## config.mk

```make
export PLATFORM = sky130hd
export DESIGN_NAME = unsigned_seq_divider
export DESIGN_NICKNAME = d
export VERILOG_FILES = /design/src/rtl/unsigned_seq_divider.sv
export SDC_FILE = /design/constraint.sdc
export NUM_CORES = 1
export LEC_CHECK = 0
export BUFFER_PORTS_ARGS = -buffer_cell sky130_fd_sc_hd__buf_4
export CELL_PAD_IN_SITES_DETAIL_PLACEMENT = 1
export CELL_PAD_IN_SITES_GLOBAL_PLACEMENT = 2
export CORE_MARGIN = 2
export CORE_UTILIZATION = 33
export DETAILED_ROUTE_END_ITERATION = 8
export PLACE_DENSITY_LB_ADDON = 0.1
export SYNTH_ARGS = -nofsm -noshare
export SYNTH_HDL_FRONTEND = slang
export SYNTH_SLANG_ARGS = --single-unit
export TNS_END_PERCENT = 20
```

## constraint.sdc

```tcl
create_clock -name clk -period 4.5 [get_ports clk]
set_clock_uncertainty 0.15 [all_clocks]
set_input_delay 0.9 -clock clk [delete_from_list [all_inputs] [get_ports clk]]
set_output_delay 0.9 -clock clk [all_outputs]
set_load 0.05 [all_outputs]
```

## src/rtl/unsigned_seq_divider.sv

```systemverilog
// Purpose : iterative unsigned restoring divider (shift-subtract), one quotient bit per cycle.
// Latency : WIDTH+1 edges from accepted start to done (done high the cycle after edge N+WIDTH);
//           divide-by-zero completes one cycle after acceptance.
// Backpr. : none; start is honoured only in IDLE/DONE, ignored while busy (caller must wait for done).
//
// Ports:
//   clk          clock, all state changes on the rising edge
//   rst          synchronous active-high reset; aborts any operation in flight
//   start        request pulse, accepted in IDLE or DONE
//   dividend     numerator, captured on accepted start
//   divisor      denominator, captured on accepted start
//   busy         high while iterating (CALC)
//   done         one-cycle pulse when results are valid
//   quotient     result quotient, holds until the next operation completes or reset
//   remainder    result remainder, holds like quotient
//   div_by_zero  set with done when the captured divisor was zero
module unsigned_seq_divider #(
    parameter int WIDTH = 32,
    parameter int CNT_W = 6
) (
    input  logic             clk,
    input  logic             rst,
    input  logic             start,
    input  logic [WIDTH-1:0] dividend,
    input  logic [WIDTH-1:0] divisor,
    output logic             busy,
    output logic             done,
    output logic [WIDTH-1:0] quotient,
    output logic [WIDTH-1:0] remainder,
    output logic             div_by_zero
);

    typedef enum logic [1:0] {
        S_IDLE = 2'd0,
        S_CALC = 2'd1,
        S_DONE = 2'd2
    } state_t;

    state_t             state_q, state_d;

    // rq: [2W:W] partial remainder (one guard bit), [W-1:0] dividend shifting out / quotient shifting in.
    logic [2*WIDTH:0]   rq_q, rq_d;
    logic [WIDTH-1:0]   dsr_q, dsr_d;
    logic [CNT_W-1:0]   cnt_q, cnt_d;
    logic [WIDTH-1:0]   quo_q, quo_d;
    logic [WIDTH-1:0]   rem_q, rem_d;
    logic               dbz_q, dbz_d;

    // Datapath for one restoring step.
    logic [2*WIDTH:0]   shifted;
    logic [WIDTH:0]     trial;
    logic [2*WIDTH:0]   rq_step;
    logic               last_iter;
    logic               accept;
    logic               divisor_zero;

    always_comb begin
        shifted = {rq_q[2*WIDTH-1:0], 1'b0};
        // Subtract at WIDTH+1 bits: the shifted partial remainder can exceed 2^WIDTH-1
        // when the divisor has its top bit set, so the guard bit must take part.
        trial   = shifted[2*WIDTH:WIDTH] - {1'b0, dsr_q};
        if (!trial[WIDTH]) begin
            // No borrow: keep the difference and shift a 1 into the quotient.
            rq_step = {trial, shifted[WIDTH-1:1], 1'b1};
        end else begin
            // Borrow: restore by keeping the plain shifted value (quotient bit 0).
            rq_step = shifted;
        end
    end

    assign last_iter    = (cnt_q == CNT_W'(WIDTH - 1));
    assign accept       = start && ((state_q == S_IDLE) || (state_q == S_DONE));
    assign divisor_zero = (divisor == '0);

    // Next-state and datapath register updates.
    always_comb begin
        state_d = state_q;
        rq_d    = rq_q;
        dsr_d   = dsr_q;
        cnt_d   = cnt_q;
        quo_d   = quo_q;
        rem_d   = rem_q;
        dbz_d   = dbz_q;

        case (state_q)
            S_IDLE, S_DONE: begin
                if (accept) begin
                    if (divisor_zero) begin
                        // Short-circuit: no iterations, report saturated quotient.
                        quo_d   = '1;
                        rem_d   = dividend;
                        dbz_d   = 1'b1;
                        state_d = S_DONE;
                    end else begin
                        rq_d    = {{(WIDTH + 1){1'b0}}, dividend};
                        dsr_d   = divisor;
                        cnt_d   = '0;
                        state_d = S_CALC;
                    end
                end else begin
                    state_d = S_IDLE;
                end
            end

            S_CALC: begin
                rq_d  = rq_step;
                cnt_d = cnt_q + CNT_W'(1);
                if (last_iter) begin
                    // Take results from the post-update value so the final bit is included.
                    quo_d   = rq_step[WIDTH-1:0];
                    rem_d   = rq_step[2*WIDTH-1:WIDTH];
                    dbz_d   = 1'b0;
                    state_d = S_DONE;
                end
            end

            default: begin
                state_d = S_IDLE;
            end
        endcase
    end

    always_ff @(posedge clk) begin
        if (rst) begin
            state_q <= S_IDLE;
            rq_q    <= '0;
            dsr_q   <= '0;
            cnt_q   <= '0;
            quo_q   <= '0;
            rem_q   <= '0;
            dbz_q   <= 1'b0;
        end else begin
            state_q <= state_d;
            rq_q    <= rq_d;
            dsr_q   <= dsr_d;
            cnt_q   <= cnt_d;
            quo_q   <= quo_d;
            rem_q   <= rem_d;
            dbz_q   <= dbz_d;
        end
    end

    assign busy        = (state_q == S_CALC);
    assign done        = (state_q == S_DONE);
    assign quotient    = quo_q;
    assign remainder   = rem_q;
    assign div_by_zero = dbz_q;

endmodule

```

==> results.cfg <==
[synthesis]
synth_top_family_by_area = simple AND/OR/NAND/NOR gates
ys_seq_elements = 169
avgSynthCellArea_um2 = 7.61
synth_adder_area_share_pct = 5.05
synth_nets = 1227
synth_top_cell_area_share_pct = 39.5
synth_cell_types = 65
synth_top_cells_by_count = 202 x nand2_1, 169 x dfxtp_1, 152 x nor2_1, 121 x a21oi_1, 60 x clkbuf_1
synth-async-reset-ratio_pct = 0
synth.most_common_cell = nand2_1
ys_seq_area_share_pct = 39.5
ys.flop_type = dfxtp_1
yosys.area_share.simple_pct = 23.9
synth_area_leaders = dfxtp_1 39%, nand2_1 8.8%, a21oi_1 7.1%
synth_warnings = 0
postSynthCellCount = 1126
synth_compound_gate_area_share_pct = 23.0
synth-xor-area-share_pct = 2.45
synthesis.area_um2 = 8570
synthMuxAreaShare_pct = 0.701
synth_top_cell_by_area = dfxtp_1
synth_edf_count = 0

[detailed_routing]
top_layer_used = met4
wl_met1_um = 14700
ant_nets = 0
dr_wl_met3_um = 923
drcViolationCount = 0
drt_iter0_markers = 485
wl_um = 27600
vias = 8149
viasPerCell = 5.21
wl_per_cell_um = 17.6
route.met2.wl_um = 11600
drt_pre_antenna_iters = 5

[cells_and_area]
n_fill_cell = 3082
area_delta_synth_final_pct = 21.7
drive_gt1_share_pct = 16.3
final_nets = 1321
antenna_cells = 0
register_area_um2 = 3380
instances_no_fill = 1563
multi_input_area_um2 = 4740

[placement]
dp.cells = 1531
dp_hpwl_um = 20300
io_buffer_count = 133
place.gp.congestion = 0.818

[critical_path]
crit_fanout = 21
criticalPathCategory = flip-flop to flip-flop
critPathLaunchType = flip-flop
worst_path_most_repeated_cell = inv_1
cp_slowest_cell = fa_1
cpPeakStageDelay_ps = 410
critPathRequiredTime_ps = 4630
worst-path-buf-inv = 3
path_delay_family = compound AO/OA/AOI/OAI gates
cp-end-kind = flip-flop
crit_chain = inv_1, ha_1, inv_1, fa_1, a21o_1, a221oi_2, or3_4, a21oi_4, o21a_2, a211oi_4, buf_4, nor4_1, a31oi_1, a211oi_1
worstPathArrival_ps = 3900

[hold_path]
hold_class = flip-flop to flip-flop

[cts]
clockRootBuffer = clkbuf_16
clock_latency_ps = 440
post_cts_buffers = 0
clock_path_buffers = 2
tritoncts = built
holdBufCountCts = 0
clock-sinks = 169
cts_made_buffers = 17
clk_pin_slew_ps = 70
htree_num_levels = 4
cts_resized = 0

[global_routing]
grt_max_degree = 99
grtUsageTotal_pct = 20.5
grt_pass1_wl_um = 43900
grt_overflow = 0
antenna_found_initial = 0
grt_pass1_vias = 7976

[sta]
slew_headroom_pct = 24.6
fin_crit_ps = 3770
setup_tns_ps = 0
finalSetupViolCount = 0
tightestPinTransition_ps = 1120
rsz0062_at_grt = false
slew_viol_final = 0
clock.fmax_mhz = 265
hold_viol = 0
finalCritPeriodShare_pct = 83.8

[power]
power.leakage_nw = 4.13
vdd_ir_drop_max_v = 0.000375
p_per_area_nw_per_um2 = 716

[floorplanning]
die_x_um = 165
initial_utilization_pct = 33.8
fp.coreArea_um2 = 25300
rows = 58
fp.dieH_um = 165
die-area_um2 = 27300
ios = 134

[run_status]
status = finished, final reports clean

[job]
maxCapViolations = 0
[tightest hold or removal path: stages (launching register included)]
cell	delay, ps
dfxtp_1	310
nand2_1	50
a21oi_1	50
[layout by cell type (no fill, tap or decap), drive strengths merged, types with 13 or more instances in the layout]
master / count
o21ai: 32
inv: 52
xnor2: 16
buf: 149
a311oi: 36
clkbuf: 18
dfxtp: 169
nand2: 203
a211oi: 29
a31oi: 24
ha: 33
nor2: 153
nand3: 13
nor3: 46
a21oi: 122
nor4: 27
[final cells by class]
cell class | count | share of cell area (%)
clock inverters | 14 | 1.43
flip-flops and latches | 169 | 32.4
clock buffers | 18 | 4.21
well taps | 330 | 3.96
repair buffers | 149 | 11.0
multi-input cells | 839 | 45.4
inverters | 44 | 1.58
[registers in the layout, summed over array words and instances, names as in the netlist]
signal / flops
div_by_zero: 1
cnt_q: 6
rq_q: 64
quotient: 32
dsr_q: 32
remainder: 32
state_q: 2
[through the flow]
step	util, %	setup slack, ps	power [mW]	area, um2	hold WS [ps]
6_report	41.2	730	7.47	10400	306
5_1_grt	41.2	466	8.03	10400	330
4_1_cts	41.2	710	7.50	10400	309
3_5_place_dp	38.9	571	6.00	9840	299
3_3_place_gp	38.9	623	5.99	9840	294
2_1_floorplan	-	1280	4.95	8570	286
[layer usage]
layer  global-route usage, %  up-vias
met5                       0        -
met4                    4.66        0
met3                    2.95       16
met2                    30.2      146
met1                    31.1     3841
li1                        -     4146
[report_power, final]
group,internal (mW),switching [mW],total [mW]
combinational,1.52,2.63,4.15
sequential,1.66,0.175,1.83
clock,0.758,0.729,1.49
[path summary, 6_finish.rpt]
kind	slack [ps]	end	cells after the start	from
worst max-delay path	730	remainder[12]	14	rq_q[31]
worst min-delay path	310	dsr_q[19]	2	dsr_q[19]
worst max register to register	730	remainder[12]	14	rq_q[31]
worst min register to register	310	dsr_q[19]	2	dsr_q[19]
[cells by family (layout without fill, tap and decap cells)]
kind of cell,after synthesis,count (layout)
buffers and inverters,118,225
muxes,6,6
adders and majority gates,34,34
AOI/OAI and AO/OA,297,297
xor gates and xnor gates,24,24
and+or+nand+nor,478,478
DFF,169,169
(Power assumes the default switching activity.)
